### src/rtl/instr_fetch_19bit.sv
// Fetch stage for the 4K x 19-bit memory: owns the PC, captures the combinationally
// read word into a 2-entry buffer and hands {pc, instruction} to decode.
module instr_fetch_19bit #(
  parameter int              ADDR_W   = 12,
  parameter int              DATA_W   = 19,
  parameter logic [ADDR_W-1:0] RESET_PC = '0,
  parameter logic [4:0]      HALT_OP  = 5'h1F,
  parameter int              DEPTH    = 2
) (
  input  logic              clk,
  input  logic              rst,
  input  logic              en,
  input  logic              redirect,
  input  logic [ADDR_W-1:0] redirect_pc,
  output logic [ADDR_W-1:0] mem_addr,
  output logic              mem_rd,
  output logic              mem_wr,
  output logic [DATA_W-1:0] mem_dataIn,
  input  logic [DATA_W-1:0] mem_dataOut,
  output logic              ir_valid,
  input  logic              ir_ready,
  output logic [DATA_W-1:0] ir_out,
  output logic [ADDR_W-1:0] pc_out,
  output logic              halted
);

  typedef enum logic [1:0] {IDLE, RUN, HALT} state_t;

  typedef struct packed {
    logic [ADDR_W-1:0] pc;
    logic [DATA_W-1:0] ins;
  } entry_t;

  state_t            state_q, state_d;
  logic [ADDR_W-1:0] pc;
  logic [1:0]        count;
  entry_t [1:0]      ent_q;   // [0] is always the head
  entry_t            fetched;
  logic              fetch, pop, hit_halt;

  assign fetch    = (state_q == RUN) && (count < 2'(DEPTH)) && !redirect;
  assign pop      = (count != 2'd0) && ir_ready;
  assign hit_halt = fetch && (mem_dataOut[DATA_W-1 -: 5] == HALT_OP);
  assign fetched  = '{pc: pc, ins: mem_dataOut};

  always_ff @(posedge clk) begin
    if (rst) state_q <= IDLE;
    else     state_q <= state_d;
  end

  always_comb begin
    state_d = state_q;
    case (state_q)
      IDLE:    if (en && !redirect) state_d = RUN;
      RUN:     if (hit_halt) state_d = HALT;
      HALT:    if (redirect) state_d = RUN;
      default: state_d = IDLE;
    endcase
  end

  always_ff @(posedge clk) begin
    if (rst) begin
      pc    <= RESET_PC;
      count <= 2'd0;
      ent_q <= '0;
    end else if (redirect) begin
      // flush wins over any pop in the same cycle
      pc    <= redirect_pc;
      count <= 2'd0;
    end else begin
      if (fetch) pc <= pc + 1'b1;
      case ({fetch, pop})
        2'b01: begin
          ent_q[0] <= ent_q[1];
          count    <= count - 2'd1;
        end
        2'b10: begin
          if (count == 2'd0) ent_q[0] <= fetched;
          else               ent_q[1] <= fetched;
          count <= count + 2'd1;
        end
        // fetch implies count<2 and pop implies count>0, so count is 1 here
        2'b11: ent_q[0] <= fetched;
        default: ;
      endcase
    end
  end

  assign ir_valid   = (count != 2'd0);
  assign ir_out     = ir_valid ? ent_q[0].ins : '0;
  assign pc_out     = ir_valid ? ent_q[0].pc  : '0;
  assign mem_addr   = pc;
  assign mem_rd     = fetch;
  assign mem_wr     = 1'b0;
  assign mem_dataIn = '0;
  assign halted     = (state_q == HALT);

endmodule

### config.mk
export PLATFORM = sky130hd
export DESIGN_NAME = instr_fetch_19bit
export DESIGN_NICKNAME = d
export VERILOG_FILES = /design/src/rtl/instr_fetch_19bit.sv
export SDC_FILE = /design/constraint.sdc
export NUM_CORES = 1
export LEC_CHECK = 0
export CORE_ASPECT_RATIO = 0.9
export CORE_MARGIN = 2
export CORE_UTILIZATION = 30
export CTS_CLUSTER_SIZE = 30
export DETAILED_ROUTE_END_ITERATION = 6
export RECOVER_POWER = 50
export SETUP_SLACK_MARGIN = 0.5
export SLEW_MARGIN = 0
export SYNTH_ARGS = -nofsm -noshare
export SYNTH_HDL_FRONTEND = slang
export SYNTH_SLANG_ARGS = --single-unit
### constraint.sdc
create_clock -name clk -period 4.74 [get_ports clk]
set_clock_uncertainty 0.1 [all_clocks]
set_input_delay 1.422 -clock clk [delete_from_list [all_inputs] [get_ports clk]]
set_output_delay 1.422 -clock clk [all_outputs]
set_load 0.03 [all_outputs]
==> reports/summary.txt <==
STATUS
--------------------------------------------------------------------------------
Run status                                                          complete, but fails checks
Failing checks                                                      capacitance limit, slew limit

PLACED DESIGN
--------------------------------------------------------------------------------
Count of input and output buffers                                             81
Worst setup slack after placement                                         464 ps
DP Cell Count                                                                697
Post-DP HPWL                                                             7470 µm
Routability congestion estimate                                            0.787
Cell area reported after detailed placement                             4700 µm²

TIMING
--------------------------------------------------------------------------------
Setup violations, final                                                        0
Number of pins exceeding their max-slew limit in the final report             50
Slew @ Worst Pin                                                         1580 ps
Share of the clock period used by the worst path                           0.897
Worst Hold Slack                                                          376 ps
Final Critical Period                                                    4250 ps
Setup repair after global routing missed its margin                        false
Setup ws final                                                            487 ps
Worst slew margin relative to its limit                                  -0.0533
Final number of hold-violating endpoints                                       0
Fmax achieved                                                            235 MHz
TNS Setup                                                                   0 ps

ROUTE
--------------------------------------------------------------------------------
Post-Route WL                                                           11400 µm
Vias per inst                                                               5.28
DRC Markers                                                                    0
1st-pass router iterations                                                     5
Number of nets with antenna violations after detailed routing                  0
First-iteration detailed-routing DRC count                                   340
Routed vias                                                                 3765
WL/cell                                                                  16.1 µm

LOGIC SYNTHESIS
--------------------------------------------------------------------------------
Number of warning messages in the yosys log                                    0
Post-Syn Instances                                                           493
Most frequent cell after synthesis                                       dfxtp_1
Synthesized area divided by synthesized cell count                      7.89 µm²
Count of distinct cell types in the synthesized netlist                       44
Sequential-to-total area share from yosys stat                             0.401
List of most frequent post-synthesis cells                          78 x dfxtp_1, 64 x a21oi_1, 64 x nand2_1
Number of register bits inferred by synthesis                                 78
Count of flip-flops with a built-in enable after synthesis                     0
Leading register cell type out of synthesis                              dfxtp_1
Ys async rst share                                                             0
Synthesized cell area                                                   3890 µm²
Post-synthesis cell type with the largest combined area                  dfxtp_1
Synth top area share                                                       0.401
Cell types with the largest area share after synthesis              dfxtp_1 40%, a311oi_1 8.3%, a21oi_1 8.2%

WORST HOLD PATH
--------------------------------------------------------------------------------
Worst hold-check path type                                          register to register
Worst-case hold path end point                                      ent_q[25]$_SDFFE_PP0P_
Worst hold path stage count                                                    2
Hold Startpoint                                                     ent_q[56]$_SDFFE_PP0P_

CTS
--------------------------------------------------------------------------------
Clock latency on the worst-skew pair                                      330 ps
CTS tree                                                                     yes
Root Buffer Master                                                     clkbuf_16
Number of buffers added by the clock tree synthesis step                       9
Setup Fix Bufs, Post-CTS                                                       0
H-tree levels                                                                  3
Sinks on the clock net                                                        78
Number of buffers on the longest clock path                                    2
Clock-pin slew on the worst setup and hold paths                           60 ps
Post_cts resized                                                               0
Hold-fix buffers at CTS                                                        0

SETUP PATH
--------------------------------------------------------------------------------
Reg-to-reg startpoint                                               count[1]$_SDFFE_PP0P_
Depth of the most critical reg-to-reg path                                     7
Peak per-stage delay on the critical path                                 560 ps
Cell breakdown of the critical path                                 dlygate4sd3_1, or4b_1, inv_1, buf_4
Number of cells on the critical path                                           4
Arr. time, crit path                                                     2730 ps
CP delay by family, top                                             buffers and inverters
Number of buffers and inverters on the critical path                           3
R2R Setup Slk                                                            1360 ps
Worst path slowest cell                                             dlygate4sd3_1
Category of the worst setup path capture point                      primary output
Crit path launch type                                                 input port
End of the worst register-to-register path                          ent_q[27]$_SDFFE_PP0P_
Max FO, Critical Path                                                          2
Critical path data required time                                         3220 ps
Path type of the worst setup path                                   input port to primary output

JOB
--------------------------------------------------------------------------------
Max-cap viol count                                                             1

GRT
--------------------------------------------------------------------------------
Remaining global-route overflow                                                0
Overall track demand over capacity in global routing                       0.163
Maximum number of pins on one net before global-route repair                  50
Vias in the first global route                                              3488
Wire length of the first global-routing pass                            18000 µm
Number of antenna violations at the first check in global routing              0

FINAL LAYOUT
--------------------------------------------------------------------------------
Share of post-route cells with drive strength above 1                     0.0546
Antenna cells                                                                  0
Final Util                                                                 0.395
Final non-filler cell area                                              5010 µm²
Layout Nets                                                                  583
Sequential cell area                                                    1560 µm²
Multi-input combinational cell area                                     2020 µm²
FILL cells                                                                  1342
Number of standard cells in the final layout excluding fillers               713
Synthesis-to-finish area growth                                            28.9%

FLOORPLAN
--------------------------------------------------------------------------------
Core Region                                                            12700 µm²
Width of the die                                                          124 µm
Height of the die                                                         112 µm
Number of core rows                                                           39
Area of the die                                                        13900 µm²
Count of pins on the block boundary                                          102
Initial Utilization                                                        0.307

POWER AND IR DROP
--------------------------------------------------------------------------------
Post-layout total power                                                  1.69 mW
Power density relative to cell area                                   336 nW/µm²
Worst vdd ir                                                              189 µV
LEAKAGE                                                                  1.64 nW

## power by group
part / internal (mW) / switching, mW / total, mW / leakage [nW]
logic: 0.0798 / 0.135 / 0.214 / 0.852
clock network: 0.469 / 0.293 / 0.761 / 0.157
registers: 0.681 / 0.0308 / 0.712 / 0.634
total: 1.23 / 0.458 / 1.69 / 1.64
## worst max path at each step
stage | from | endpoint | slack, ps
6_report | redirect | mem_rd | 490
5_1_grt | redirect | ent_q[3]$_SDFFE_PP0P_ | 330
4_1_cts | redirect | mem_rd | 620
3_5_place_dp | redirect | ent_q[16]$_SDFFE_PP0P_ | 460
3_3_place_gp | redirect | ent_q[6]$_SDFFE_PP0P_ | 600
2_1_floorplan | redirect | mem_rd | 910
## sequential cells by signal (all words and copies together) (netlist names)
name      cells
mem_addr     12
state_q       2
ent_q        62
count         2
## layout make-up
type / count / area share
Multi-Input combinational cell: 358 / 0.403
Sequential cell: 78 / 0.311
Timing Repair Buffer: 92 / 0.175
Clock buffer: 9 / 0.0449
Tap cell: 164 / 0.0409
Clock inverter: 7 / 0.0205
Inverter: 5 / 0.00374
## routing by layer
metal	global-route usage	vias up	wire, µm
li1	-	1832	-
met5	0	-	0
met2	0.260	142	5380
met3	0.0356	9	749
met4	0.0390	0	91
met1	0.224	1782	5220
## layout by cell type, fill, tap and decap left out, types with 2 or more instances in the layout
cell and n:
dfxtp_1 78, nand2_1 64, a21oi_1 64, clkdlybuf4s50_1 61
a311oi_1 37, o21ai_0 35, nand3_1 34, and2_1 31
conb_1 20, dlygate4sd3_1 18, nor2_1 12, buf_4 10
clkbuf_16 9, a211oi_1 6, inv_1 5, or4_1 5
nand4_1 4, or3_1 4, o31ai_1 4, inv_6 4
xor2_1 3, ha_1 3, nand4bb_1 2, o31a_1 2
o21ai_1 2, nor3b_1 2, nand4b_1 2, nor2b_1 2
a2111oi_0 2, and3_1 2, bufinv_16 2, clkbuf_1 2
## kinds of logic (layout without fill, tap and decap cells)
group	after synthesis	in the layout	share of synthesized area
compound gates	156	156	0.249
xor+xnor	4	4	0.00901
fa+ha+maj	3	3	0.00965
buf+inv	76	113	0.0997
flops	78	78	0.401
mux	1	1	0.00257
other cells	1	20	0.000964
simple gates	174	174	0.228
## worst min-delay path, delay by kind of cell, from the launching register on
family,cells,cell delay (ps)
flops,1,300
compound gates,1,70
simple gates,1,50
Power figures use the tool's default switching activity.
